<file path="config.mk">
export PLATFORM = sky130hd
export DESIGN_NAME = rgb_pwm_driver
export DESIGN_NICKNAME = d
export VERILOG_FILES = /design/src/rtl/rgb_pwm_driver.sv
export SDC_FILE = /design/constraint.sdc
export NUM_CORES = 1
export LEC_CHECK = 0
export CORE_ASPECT_RATIO = 1.1
export CORE_UTILIZATION = 60
export DETAILED_ROUTE_END_ITERATION = 10
export DONT_BUFFER_PORTS = 1
export PLACE_DENSITY = 0.76
export REMOVE_ABC_BUFFERS = 1
export SLEW_MARGIN = 20
export SYNTH_ARGS = -nofsm -noshare
export SYNTH_HDL_FRONTEND = slang
export SYNTH_SLANG_ARGS = --single-unit
</file>
<file path="constraint.sdc">
create_clock -name clk -period 4.2 [get_ports clk]
set_clock_uncertainty 0.15 [all_clocks]
set_input_delay 0.84 -clock clk [delete_from_list [all_inputs] [get_ports clk]]
set_output_delay 0.84 -clock clk [all_outputs]
set_load 0.005 [all_outputs]
</file>
<file path="src/rtl/rgb_pwm_driver.sv">
// Double-buffered 3-channel active-low PWM driver for the iceBlinkPico RGB LED.
// Optional build macro RGB_PWM_GAMMA_EN applies gamma correction at the period-boundary load.
module rgb_pwm_driver #(
  parameter int PWM_BITS = 8,
  parameter int PRESCALE = 48
) (
  input  logic                clk,
  input  logic                rst,
  input  logic                enable,
  input  logic                in_valid,
  output logic                in_ready,
  input  logic [PWM_BITS-1:0] in_r,
  input  logic [PWM_BITS-1:0] in_g,
  input  logic [PWM_BITS-1:0] in_b,
  output logic                RGB_R,
  output logic                RGB_G,
  output logic                RGB_B,
  output logic                period_start
);

  localparam int PRE_W = (PRESCALE > 1) ? $clog2(PRESCALE) : 1;
  localparam logic [PRE_W-1:0] PRE_LAST = PRE_W'(PRESCALE - 1);

  // Maps a raw intensity to the duty actually used for a period.
  function automatic logic [PWM_BITS-1:0] duty_map(input logic [PWM_BITS-1:0] v);
`ifdef RGB_PWM_GAMMA_EN
    logic [2*PWM_BITS-1:0] sq;
    // Max (2^n-1)^2 + 2^n-1 = 2^2n - 2^n, so the 2n-bit sum never overflows.
    sq = ({{PWM_BITS{1'b0}}, v} * {{PWM_BITS{1'b0}}, v})
       + {{PWM_BITS{1'b0}}, {PWM_BITS{1'b1}}};
    duty_map = sq[2*PWM_BITS-1:PWM_BITS];
`else
    duty_map = v;
`endif
  endfunction

  logic [PRE_W-1:0]    pre_r;
  logic [PWM_BITS-1:0] phase_r;
  logic [PWM_BITS-1:0] act_red_r, act_grn_r, act_blu_r;
  logic [PWM_BITS-1:0] shd_red_r, shd_grn_r, shd_blu_r;
  logic                pending_r;
  logic                wrap_d_r;
  logic                tick_s;
  logic                wrap_s;
  logic                accept_s;

  // Prescale tick, period wrap and handshake decode.
  always_comb begin
    tick_s   = (pre_r == PRE_LAST);
    wrap_s   = tick_s && (phase_r == {PWM_BITS{1'b1}});
    in_ready = ~pending_r & ~rst;
    accept_s = in_valid && in_ready;
  end

  // Counters, double buffer and registered LED / period_start outputs.
  always_ff @(posedge clk) begin
    if (rst) begin
      pre_r        <= {PRE_W{1'b0}};
      phase_r      <= {PWM_BITS{1'b0}};
      act_red_r    <= {PWM_BITS{1'b0}};
      act_grn_r    <= {PWM_BITS{1'b0}};
      act_blu_r    <= {PWM_BITS{1'b0}};
      shd_red_r    <= {PWM_BITS{1'b0}};
      shd_grn_r    <= {PWM_BITS{1'b0}};
      shd_blu_r    <= {PWM_BITS{1'b0}};
      pending_r    <= 1'b0;
      wrap_d_r     <= 1'b0;
      period_start <= 1'b0;
      RGB_R        <= 1'b1;
      RGB_G        <= 1'b1;
      RGB_B        <= 1'b1;
    end else begin
      if (tick_s) begin
        pre_r   <= {PRE_W{1'b0}};
        phase_r <= phase_r + {{(PWM_BITS-1){1'b0}}, 1'b1};
      end else begin
        pre_r   <= pre_r + {{(PRE_W-1){1'b0}}, 1'b1};
      end

      if (wrap_s && pending_r) begin
        act_red_r <= duty_map(shd_red_r);
        act_grn_r <= duty_map(shd_grn_r);
        act_blu_r <= duty_map(shd_blu_r);
      end

      // Accept and boundary load are mutually exclusive: accept needs pending low.
      if (accept_s) begin
        shd_red_r <= in_r;
        shd_grn_r <= in_g;
        shd_blu_r <= in_b;
        pending_r <= 1'b1;
      end else if (wrap_s) begin
        pending_r <= 1'b0;
      end

      RGB_R        <= ~(enable && (phase_r < act_red_r));
      RGB_G        <= ~(enable && (phase_r < act_grn_r));
      RGB_B        <= ~(enable && (phase_r < act_blu_r));
      wrap_d_r     <= wrap_s;
      period_start <= wrap_d_r;
    end
  end

endmodule

</file>
==> results.md <==
Placement:
- The wire-length estimate of the detail-placed layout is 3.684 mm.
- Buffers placed on the I/O ports in this run total 0.
- Routability-driven placement finished with a final weighted congestion of 0.7854.

Status:
- The checks that failed: design-rule violations.
- The flow ran to the end, but the final reports show violations.

Worst setup path:
- Counting both buffers and inverters, the worst setup path holds a total of 1.
- The worst setup path is launched from a flop.
- The critical path in this run is classified as flop to flop.
- The worst endpoint data arrival time is 2.12 ns.
- The library cell contributing the largest single delay on the critical path is sky130_fd_sc_hd__nor4_4.
- For the worst setup path, the data required time is 4.32 ns.
- The type of destination of the critical path is a flop.
- Along the worst path, the maximum fanout reaches 18.
- Walking the worst path, the cells encountered are ha_1 > nand3_2 > nor4_4 > buf_4 > mux2i_1.
- In this design, the stage delay of the slowest critical-path cell is 0.39 ns.
- On the critical path the largest part of the delay comes from simple AND/OR/NAND/NOR gates.

Floorplanning:
- The overall die area is 5556 um2.
- The die is just over 70 um wide.
- In this run the core area contains 27 standard-cell rows.
- The overall die height is 78.08 um.
- The boundary pin count is 33.
- The area of the core is around 5000 um2.
- The initial core utilization is 0.6271.

CTS:
- The number of clock buffers added by TritonCTS is 9.
- The number of hold buffers added after cts is 0.
- The count of clock tree sinks is 68.
- The post-CTS repair timing setup buffer count is 0.
- The tree is rooted in a sky130_fd_sc_hd__clkbuf_8.
- TritonCTS built the clock tree.
- The clock passes through at most 2 buffers.
- The number of cells upsized or downsized after cts is 0.
- The clock slew seen by the registers of the worst setup and hold paths is 0.07 ns.
- The clock latency on the worst-skew pair is 0.34 ns.
- The maximum level of the CTS H-tree is 3.

Timing:
- The total of endpoints with negative setup slack in the final report is 0.
- The maximum clock frequency is around 500 MHz.
- The sum of negative setup slack is 0 ns.
- The clock period could shrink to about 2 ns.
- Setup repair after global routing left no endpoint under its margin.
- The remaining max-slew budget at the tightest pin is 0.7155.
- On the final layout, the worst hold slack is 0.2948 ns.
- The number of failing hold endpoints at the final stage is 0.
- For the pin with the worst max-slew slack, the measured transition is between 0.4 and 0.5 ns.
- The final critical-path share of the clock period is 0.4779.
- The number of pins with negative max-slew slack in the final report was 0.

Detailed routing:
- Summed over all layers, the routed wires come to 5.497 mm.
- The routed via count divided by cell count is 5.532.
- The detail route stage leaves a number of antenna-violating nets equal to 0.
- The DRC violation total after the first TritonRoute iteration is 118.
- In the routed design, unresolved DRC markers number 4.
- The final routed wire length divided by cell count is 13.67 um.
- The first detailed-routing pass ran for 8 iterations.
- The total number of vias is 2224.

Run:
- Across the run, the number of max-cap violations was 0.

Synth:
- The count of warnings emitted by yosys is 0.
- The unique cell type count in the Yosys netlist is 34.
- The post-synthesis cell area is 3157 um2.
- For this run, the register share of the synthesized area comes to 0.4312.
- Synthesis produced 340 cells.
- The synthesized area divided by synthesized cell count is 9.285 um2.
- The flip-flop and latch count after synthesis is 68.

GRT:
- The initial antenna violation count is 0.
- The number of global-route vias before repair is roughly 2100.
- The pin count of the biggest net entering global routing is 68.
- The first global-routing pass estimated about 9.3 mm of wire.
- The global route total overflow is 0.
- The total global-route track usage is 0.2174.

Finish:
- The final layout contains 390 nets.
- The share of post-route cells with drive strength above 1 is 0.07558.
- Relative to the synthesized area, the layout overhead comes to 6.738%.
- 0 antenna diodes ended up in the layout.

Worst hold path:
- The class of the worst hold path is flop to flop.

Power:
- The leakage dissipation is 1.256 nW.
- The power density relative to cell area is 361.1 nW/um2.
- The peak ir drop on the vdd network is about 0.26 mV.
==> final cells by class <==
type / count / area (um2)
multi-input combinational: 229 / 1624
sequential: 68 / 1361
clock inverter: 5 / 52.55
clock buffer: 11 / 131.4
fill: 419 / 1664
inverter: 28 / 105.1
tap: 58 / 72.57
timing repair buffer: 3 / 22.52
==> final timing paths <==
kind	slack, ns	cells after the start	from	endpoint
hold / removal	0.29	1	wrap_d_r	period_start
setup reg to reg	2.19	5	pre_r[0]	act_grn_r[7]
setup / recovery	2.19	5	pre_r[0]	act_grn_r[7]
hold reg to reg	0.29	1	wrap_d_r	period_start
==> cells in the mapped netlist, drive strengths merged <==
cell     number  area (um2)
o21bai        1       7.510
nor2b         2       12.51
or3           3       20.02
inv          28       105.1
o21a          3       22.52
xor2          2       17.52
ha           23       287.8
or4           4       32.53
clkbuf       13       48.80
nor4          4       40.04
dfxtp        68        1361
buf           2       22.52
nand3b        1       7.510
xnor2         1       8.760
or2           1       6.260
o211a         3       30.03
nor2         11       41.29
mux2i        25       250.2
a21oi        10       50.05
nor3          1       5.000
nand4b        1       23.77
nor3b         4       30.03
nand4         7       43.79
nand3         3       20.02
nand2        28       105.1
a2111oi       3       26.28
o31ai         7       52.55
mux2          1       11.26
nand2b       53       331.6
o21ai        27       135.1
==> through the flow <==
step | area, um2 | power, mW | std cells | util | setup slack (ns)
4_1_cts | 3369 | 1.235 | 402 | 0.6694 | 2.168
3_5_place_dp | 3186 | 0.7245 | 386 | 0.6329 | 2.188
3_3_place_gp | 3186 | 0.7227 | 386 | 0.6329 | 2.239
2_1_floorplan | 3085 | 0.7168 | 325 | - | 0.4750
5_1_grt | 3369 | 1.267 | 402 | 0.6694 | 2.019
6_report | 3369 | 1.217 | 402 | 0.6694 | 2.193
==> power breakdown <==
group	leakage, nW	switching [mW]	internal, mW
Sequential	0.553	0.00619	0.663
Clock	0.0931	0.236	0.271
Combinational	0.611	0.0190	0.0206
Total	1.26	0.261	0.955
==> layer usage <==
layer / vias up / GRT usage / wire length, um
met3: 7 / 0.04365 / 270
met5: - / 0 / 0
met2: 49 / 0.3410 / 2535
li1: 1154 / - / -
met4: 0 / 0.1420 / 68
met1: 1014 / 0.2707 / 2622
==> cells by family after synthesis <==
| kind of cell | count (synthesis) | synth area share |
|---|---|---|
| simple gates | 123 | 0.2279 |
| flops | 68 | 0.4312 |
| compound gates | 54 | 0.1027 |
| buf+inv | 43 | 0.05589 |
| mux | 26 | 0.08284 |
| fa+ha+maj | 23 | 0.09116 |
| xor+xnor | 3 | 0.008325 |
==> state kept, by name (all words and copies together), names as in the netlist, 6 cells and up <==
| register | flops |
|---|---|
| shd_grn_r | 8 |
| shd_red_r | 8 |
| act_grn_r | 8 |
| phase_r | 8 |
| pre_r | 6 |
| act_blu_r | 8 |
| shd_blu_r | 8 |
| act_red_r | 8 |
==> layout by cell type (no fill, tap or decap), types with 2 or more instances in the layout <==
master	n
sky130_fd_sc_hd__inv_1	28
sky130_fd_sc_hd__nor3b_1	3
sky130_fd_sc_hd__nor2_1	11
sky130_fd_sc_hd__or4_1	2
sky130_fd_sc_hd__buf_4	3
sky130_fd_sc_hd__o31ai_1	7
sky130_fd_sc_hd__nor2b_1	2
sky130_fd_sc_hd__mux2i_1	25
sky130_fd_sc_hd__dfxtp_1	68
sky130_fd_sc_hd__nand4_1	7
sky130_fd_sc_hd__or3_1	2
sky130_fd_sc_hd__o211a_1	3
sky130_fd_sc_hd__o21ai_0	27
sky130_fd_sc_hd__nand2_1	28
sky130_fd_sc_hd__a21oi_1	10
sky130_fd_sc_hd__o21a_1	3
sky130_fd_sc_hd__a2111oi_0	3
sky130_fd_sc_hd__nor4_1	3
sky130_fd_sc_hd__nand2b_1	53
sky130_fd_sc_hd__clkbuf_8	9
sky130_fd_sc_hd__clkbuf_1	2
sky130_fd_sc_hd__xor2_1	2
sky130_fd_sc_hd__or4_2	2
sky130_fd_sc_hd__clkinv_2	3
sky130_fd_sc_hd__nand3_1	2
sky130_fd_sc_hd__ha_1	23
No activity file was read; power rests on OpenSTA's default activity.
